### src/rtl/seq_alu.sv
// Sequential RV32-style ALU: single-cycle base ops, iterative shift-add multiply and restoring divide.
// Build option: define SEQ_ALU_MEXT_EN to include the MUL/DIV datapath; otherwise mext requests complete with err.
module seq_alu #(
    parameter int XLEN = 32
) (
    input  logic            clk,
    input  logic            rst_n,
    input  logic            in_valid,
    output logic            in_ready,
    input  logic [XLEN-1:0] A,
    input  logic [XLEN-1:0] B,
    input  logic [2:0]      funct3,
    input  logic            alt,
    input  logic            mext,
    output logic            out_valid,
    input  logic            out_ready,
    output logic [XLEN-1:0] Result,
    output logic            zero,
    output logic            err
);
    localparam int SHW = $clog2(XLEN);

`ifdef SEQ_ALU_MEXT_EN
    typedef enum logic [1:0] {IDLE = 2'd0, MUL = 2'd1, DIV = 2'd2, DONE = 2'd3} state_t;
`else
    typedef enum logic [1:0] {IDLE = 2'd0, DONE = 2'd3} state_t;
`endif

    state_t state;

    function automatic logic [XLEN-1:0] base_op(
        input logic [XLEN-1:0] a,
        input logic [XLEN-1:0] b,
        input logic [2:0]      f,
        input logic            sel_alt
    );
        logic signed [XLEN-1:0] as_v;
        logic signed [XLEN-1:0] bs_v;
        logic [SHW-1:0]         sh;
        logic [XLEN-1:0]        r;
        as_v = a;
        bs_v = b;
        sh   = b[SHW-1:0];
        case (f)
            3'b000:  r = sel_alt ? a - b : a + b;
            3'b001:  r = a << sh;
            3'b010:  r = {{(XLEN-1){1'b0}}, (as_v < bs_v)};
            3'b011:  r = {{(XLEN-1){1'b0}}, (a < b)};
            3'b100:  r = a ^ b;
            3'b101:  r = sel_alt ? XLEN'(as_v >>> sh) : a >> sh;
            3'b110:  r = a | b;
            default: r = a & b;
        endcase
        return r;
    endfunction

    assign in_ready  = (state == IDLE);
    assign out_valid = (state == DONE);
    assign zero      = (Result == '0);

`ifdef SEQ_ALU_MEXT_EN
    localparam logic [SHW-1:0] LAST = SHW'(XLEN - 1);

    function automatic logic [XLEN-1:0] neg_if(input logic n, input logic [XLEN-1:0] v);
        return n ? -v : v;
    endfunction

    function automatic logic [2*XLEN-1:0] neg2_if(input logic n, input logic [2*XLEN-1:0] v);
        return n ? -v : v;
    endfunction

    logic [SHW-1:0]     cnt;
    logic [1:0]         op_lo;
    logic               neg_res;
    logic               neg_rem;
    logic [2*XLEN-1:0]  prod;
    logic [XLEN-1:0]    mcand;
    logic [XLEN-1:0]    quot;
    logic [XLEN-1:0]    rem;
    logic [XLEN-1:0]    dvsr;

    logic               a_sgn, b_sgn, a_neg, b_neg;
    logic [XLEN-1:0]    a_mag, b_mag;
    logic               div_zero, div_ovf;
    logic [XLEN-1:0]    bypass_res;

    logic [XLEN:0]      mul_sum;
    logic [2*XLEN-1:0]  prod_nxt, prod_fin;
    logic [XLEN:0]      div_shift;
    logic               div_ge;
    logic [XLEN-1:0]    rem_nxt, quot_nxt, q_fin, r_fin;

    // Operand signedness and divide bypass decode, evaluated on the accept cycle.
    always_comb begin
        a_sgn = 1'b0;
        b_sgn = 1'b0;
        case (funct3)
            3'b001:         begin a_sgn = 1'b1; b_sgn = 1'b1; end
            3'b010:         a_sgn = 1'b1;
            3'b100, 3'b110: begin a_sgn = 1'b1; b_sgn = 1'b1; end
            default:        ;
        endcase
        a_neg      = a_sgn & A[XLEN-1];
        b_neg      = b_sgn & B[XLEN-1];
        a_mag      = neg_if(a_neg, A);
        b_mag      = neg_if(b_neg, B);
        div_zero   = (B == '0);
        div_ovf    = !funct3[0] && (A == {1'b1, {(XLEN-1){1'b0}}}) && (&B);
        if (div_zero)
            bypass_res = funct3[1] ? A : '1;
        else
            bypass_res = funct3[1] ? '0 : A;
    end

    always_comb begin
        mul_sum   = {1'b0, prod[2*XLEN-1:XLEN]} + (prod[0] ? {1'b0, mcand} : '0);
        prod_nxt  = {mul_sum, prod[XLEN-1:1]};
        prod_fin  = neg2_if(neg_res, prod_nxt);
        div_shift = {rem, quot[XLEN-1]};
        div_ge    = (div_shift >= {1'b0, dvsr});
        rem_nxt   = div_ge ? XLEN'(div_shift - {1'b0, dvsr}) : div_shift[XLEN-1:0];
        quot_nxt  = {quot[XLEN-2:0], div_ge};
        q_fin     = neg_if(neg_res, quot_nxt);
        r_fin     = neg_if(neg_rem, rem_nxt);
    end

    // Iteration registers carry no reset; they are always reloaded on accept.
    always_ff @(posedge clk) begin
        if (state == IDLE && in_valid && mext) begin
            op_lo   <= funct3[1:0];
            neg_res <= a_neg ^ b_neg;
            neg_rem <= a_neg;
            prod    <= {{XLEN{1'b0}}, b_mag};
            mcand   <= a_mag;
            quot    <= a_mag;
            rem     <= '0;
            dvsr    <= b_mag;
        end else if (state == MUL) begin
            prod <= prod_nxt;
        end else if (state == DIV) begin
            quot <= quot_nxt;
            rem  <= rem_nxt;
        end
    end
`endif

    always_ff @(posedge clk or negedge rst_n) begin
        if (!rst_n) begin
            state  <= IDLE;
            Result <= '0;
            err    <= 1'b0;
`ifdef SEQ_ALU_MEXT_EN
            cnt    <= '0;
`endif
        end else begin
            case (state)
                IDLE: begin
                    if (in_valid) begin
                        if (!mext) begin
                            Result <= base_op(A, B, funct3, alt);
                            err    <= 1'b0;
                            state  <= DONE;
                        end
`ifdef SEQ_ALU_MEXT_EN
                        else if (!funct3[2]) begin
                            cnt   <= '0;
                            state <= MUL;
                        end else if (div_zero || div_ovf) begin
                            Result <= bypass_res;
                            err    <= 1'b0;
                            state  <= DONE;
                        end else begin
                            cnt   <= '0;
                            state <= DIV;
                        end
`else
                        else begin
                            Result <= '0;
                            err    <= 1'b1;
                            state  <= DONE;
                        end
`endif
                    end
                end
`ifdef SEQ_ALU_MEXT_EN
                // Final iteration folds sign correction and result select into the same edge.
                MUL: begin
                    cnt <= cnt + 1'b1;
                    if (cnt == LAST) begin
                        Result <= (op_lo == 2'b00) ? prod_fin[XLEN-1:0] : prod_fin[2*XLEN-1:XLEN];
                        err    <= 1'b0;
                        state  <= DONE;
                    end
                end
                DIV: begin
                    cnt <= cnt + 1'b1;
                    if (cnt == LAST) begin
                        Result <= op_lo[1] ? r_fin : q_fin;
                        err    <= 1'b0;
                        state  <= DONE;
                    end
                end
`endif
                DONE: begin
                    if (out_ready)
                        state <= IDLE;
                end
                default: state <= IDLE;
            endcase
        end
    end

endmodule

### config.mk
export PLATFORM = sky130hd
export DESIGN_NAME = seq_alu
export DESIGN_NICKNAME = d
export VERILOG_FILES = /design/src/rtl/seq_alu.sv
export SDC_FILE = /design/constraint.sdc
export NUM_CORES = 1
export LEC_CHECK = 0
export ABC_AREA = 1
export CORE_UTILIZATION = 30
export CTS_CLUSTER_SIZE = 30
export DETAILED_ROUTE_END_ITERATION = 7
export MAX_ROUTING_LAYER = met4
export SLEW_MARGIN = 10
export SYNTH_ARGS = -nofsm -noshare
export SYNTH_HDL_FRONTEND = slang
export SYNTH_SLANG_ARGS = --single-unit
### constraint.sdc
create_clock -name clk -period 1.62 [get_ports clk]
set_input_delay 0.162 -clock clk [delete_from_list [all_inputs] [get_ports clk]]
set_output_delay 0.162 -clock clk [all_outputs]
set_load 0.02 [all_outputs]
# Word-level counts from Yosys, hierarchy flattened
# Cells that the tools add are included.
# totals
ff_bits	35
word_cells	35
inputBits	73
output_inout_bits	36
# classes
eq_ne	9
n_addsub	2
bitwise	3
n_shift	3
n_mux	8
n_reduce_logical	5
n_lt_le_gt_ge	2
# ops
cell	count
32-bit case mux with 7 select lines	1
32-bit 2-to-1 mux	3
32-bit less-than comparator	2
32-bit adder	1
32-bit bitwise AND	1
32-bit zero test	1
32-bit OR	1
32-bit by 5-bit left shift with 32-bit output	1
32-bit by 5-bit right shift with 32-bit output	1
32-bit by 5-bit >>> shifter with 32-bit output	1
32-bit subtractor	1
32-bit bitwise XOR	1
3-bit == test (second input constant)	3
3-bit by 2-bit == test with 1-bit output (second input constant)	2
2-bit 2-to-1 mux	2
2-bit case mux with 2 select lines	1
2-bit AND reduction	2
3-bit by 1-bit == test with 1-bit output (second input constant)	1
3-bit zero test	1
2-bit == test (second input constant)	1
2-bit zero test	1
2-bit by 1-bit != test with 1-bit output (second input constant)	1
2-bit != test (second input constant)	1
1-bit 2-to-1 mux	1

# Longest topological paths before layout
# logic_depth
word_depth	4
ltp_mapped	21
depth_no_buf	18

# Worst setup path before layout
# No wires, ideal clock.
# synth_path
kind	in2reg
start	in B[2]
end	reg Result[11]
setup_slack_ns	-0.491
required_time_ns	1.503
stages	16
n_path_buf	2
setup_time_ns	0.117
arrival_ns	1.994
path_cell_list	inv_1 > buf_2 > buf_1 > ha_1 > inv_1 > nand2_1 > nand3_1 > nand2_1 > nand3_1 > nand2_1 > o21ai_0 > or2_2 > nand3_1 > nand2_1 > nand2_1 > nand2_1
# synth_via
elab_chain_cells	4
word_cells_on_any_way	9
classes_between	add/sub: 2; shift: 3; mux: 4
# synth_lines
element	line_no	text
from (decl)	11	input logic [XLEN-1:0] B,
32-bit adder, or another cell as far along	45	3'b000: r = sel_alt ? a - b : a + b;
32-bit 2-to-1 mux (on tied branches)	45, 50	
32-bit case mux with 7 select lines (*)	44	case (f)
32-bit 2-to-1 mux (*)	159	if (!mext) begin
to (signal assigned)	160	Result <= base_op(A, B, funct3, alt);
to (decl)	17	output logic [XLEN-1:0] Result,
# Mark *: on every way between the ends. The rest lies on a longest branch, timed or not.
# A chain may end at the register's enable or synchronous reset.

# Worst setup path after layout
# layout_path
start	in B[0]
end	reg Result[22]
# The elaborated chain is that of the path after synthesis.

==> flow_metrics.env <==
export IMPL_clockRootBuffer="clkbuf_16"
export IMPL_synthTopCellsByCount="nand2_1, inv_1, nand3_1"
export IMPL_die_h_microns=197
export IMPL_fin_nets=3014
export IMPL_viasPerCell=5.24
export IMPL_hold_path_class="in -> async"
export IMPL_final_util=0.575
export IMPL_fin_cells=3354
export IMPL_postCtsHoldBufs=0
export IMPL_first_global_vias=16500
export IMPL_seq_area_sq_um=851
export IMPL_ys_ff_latch=34
export IMPL_syn_num_nets=2443
export IMPL_period_needed_ps=1830
export IMPL_max_vdd_ir_drop_mv=0.422
export IMPL_yosysTopAreaCellShare=0.285
export IMPL_cp_slowest_stage_delay_ps=190
export IMPL_n_antenna_cell=0
export IMPL_worstPathMaxFanout=8
export IMPL_firstDrtPassIters=5
export IMPL_gp_congestion=1.00
export IMPL_slew_limit_headroom=0.697
export IMPL_rsz0062_at_grt="yes"
export IMPL_cts_buffers=5
export IMPL_area_delta_synth_final_pct=88.8
export IMPL_ys_types=46
export IMPL_synth_cells=2271
export IMPL_worst_path_max_delay_cell="clkbuf_16"
export IMPL_synth_top_cell_by_area="nand2_1"
export IMPL_tns_ps=-4080
export IMPL_dp_cells=3278
export IMPL_die_x_microns=197
export IMPL_crit_path_end_kind="flop"
export IMPL_clk_pin_slew_ps=60
export IMPL_setup_violations=33
export IMPL_antenna_found_initial=0
export IMPL_setup_ws_ps=-214
export IMPL_ys_seq_area_frac=0.0743
export IMPL_placed_area_sq_um=16700
export IMPL_final_max_slew_viol_count=0
export IMPL_worstPathArrival_ps=2010
export IMPL_cts_tree="yes"
export IMPL_synth_area_leaders="nand2_1, nand3_1, ha_1"
export IMPL_vias=17600
export IMPL_finalClockSkew_ps=7.21
export IMPL_multi_input_area_sq_um=12700
export IMPL_synth_most_common_cell="nand2_1"
export IMPL_initial_core_util=0.305
export IMPL_clock_latency_ps=290
export IMPL_yosysWarnings=0
export IMPL_routed_wl_microns=69900
export IMPL_dieArea_sq_um=39000
export IMPL_worst_pin_slew_ps=454
export IMPL_place_hpwl_microns=55600
export IMPL_ant_nets=0
export IMPL_status="finished, violations left"
export IMPL_wire_per_inst_microns=20.8
export IMPL_violations="negative setup slack"
export IMPL_grt_first_pass_wirelength_microns=99900
export IMPL_crit_path_cell_trace="buf_12 -> clkbuf_16 -> clkinv_16 -> buf_4 -> a21oi_2 -> nand2_1 -> nand3_2 -> nand3_1 -> nand3_1 -> nand3_1 -> a21oi_2 -> buf_4 -> nand2_2 -> nand2_1 -> nand2_1"
export IMPL_gr_usage_all_layers=0.353
export IMPL_powerDensity_nw_per_um2=485
export IMPL_rows=71
export IMPL_synth_avg_cell_area_sq_um=5.04
export IMPL_place_ws_ps=-1260
export IMPL_holdWs_ps=280
export IMPL_fillCellCount=3750
export IMPL_port_buffers=108
export IMPL_timing_final_crit_share=1.13
export IMPL_rrSetupSlack_ps=60
export IMPL_start_kind="primary input"
export IMPL_drive_gt1_frac=0.522
export IMPL_num_io_pins=109
export IMPL_grt_overflow=0
export IMPL_core_area_sq_um=37600
export IMPL_fin_area_sq_um=21600
export IMPL_total_leakage_power_nw=10.9
export IMPL_drcViolationCount=0
export IMPL_async_flop_share=1.00
export IMPL_ys_dominant_reg_cell="dfrtp_1"
export IMPL_hold_violations=0
export IMPL_cts_path_max_buffers=2
export IMPL_fmax_ghz=0.545
export IMPL_synthesis_area_sq_um=11500
export IMPL_htree_levels=2
export IMPL_cts_sinks=34
export IMPL_grt_max_degree=44
export IMPL_first_iter_violations=1410
export IMPL_required_ps=1800
export IMPL_cap_viol_max_count=0
export IMPL_synth_edf_count=0
export IMPL_worstSetupPathType="in -> reg"
export IMPL_fin_total_pwr_mw=10.5
[flip-flops by register name, summed over array words and instances (netlist names)]
register / flops
err: 1
state: 1
Result: 32
[final timing paths]
| path | from | end | depth (start not counted) |
|---|---|---|---|
| hold reg to reg | err$_DFFE_PN0P_ | err$_DFFE_PN0P_ | 2 |
| min in group clk | out_ready | state[0]$_DFFE_PN0P_ | 2 |
| setup / recovery | B[0] | Result[22]$_DFFE_PN0P_ | 15 |
| setup reg to reg | state[0]$_DFFE_PN0P_ | Result[0]$_DFFE_PN0P_ | 8 |
| hold / removal | rst_n | Result[1]$_DFFE_PN0P_ | 2 |
| max in group asynchronous | rst_n | Result[28]$_DFFE_PN0P_ | 2 |
[worst max-delay path, delay by kind of cell]
family	cells	cell delay, ps
compound gates	2	310
buf+inv	5	680
simple gates	8	830
[timing repair]
item,4_1_cts,5_1_grt
gates cloned,1,7
hold endpoints to repair,0,0
setup buffers,32,31
resized for setup,981,465
pin swaps,226,238
endpoints found under the setup margin,33,35
[cell type report]
cell class,instances,area share
Tap cell,511,0.0296
Inverter,303,0.0602
Timing Repair Buffer,675,0.273
Clock inverter,3,0.00318
Timing Repair inverter,3,0.00168
Clock buffer,5,0.00579
Multi-Input combinational cell,1820,0.587
Sequential cell,34,0.0394
[layer usage]
metal  wire length (microns)  GRT usage
met5                       0          -
met4                    3940      0.145
met3                    4300     0.0304
met2                   31200      0.558
met1                   30500      0.462
[power breakdown]
group / total (mW) / internal [mW] / leakage [nW] / switching [mW]
Clock: 1.30 / 0.885 / 0.0940 / 0.416
Combinational: 8.10 / 3.49 / 10.3 / 4.61
Sequential: 1.08 / 0.983 / 0.450 / 0.0959
[placed cells by master (no fill, tap or decap), types with 38 or more instances in the layout]
master           instances
nand2_4                 59
nand2_1                589
a21oi_2                 46
ha_1                    46
ha_4                    38
nor2_2                  50
nand2_2                224
nand3_2                100
nor2_4                  53
inv_2                   90
nor2_1                  86
buf_4                  479
nand3_1                158
clkdlybuf4s50_1         38
inv_1                  175
a21oi_1                 78
buf_6                   73
[cells by family after synthesis]
| family | share of synthesized area |
|---|---|
| flip-flops | 0.0743 |
| adder cells (fa/ha/maj) | 0.109 |
| buffers and inverters | 0.151 |
| AO/OA/AOI/OAI | 0.147 |
| multiplexers | 0.00437 |
| AND/OR/NAND/NOR | 0.513 |
| XOR/XNOR | 0.000765 |
Power figures use the tool's default switching activity.
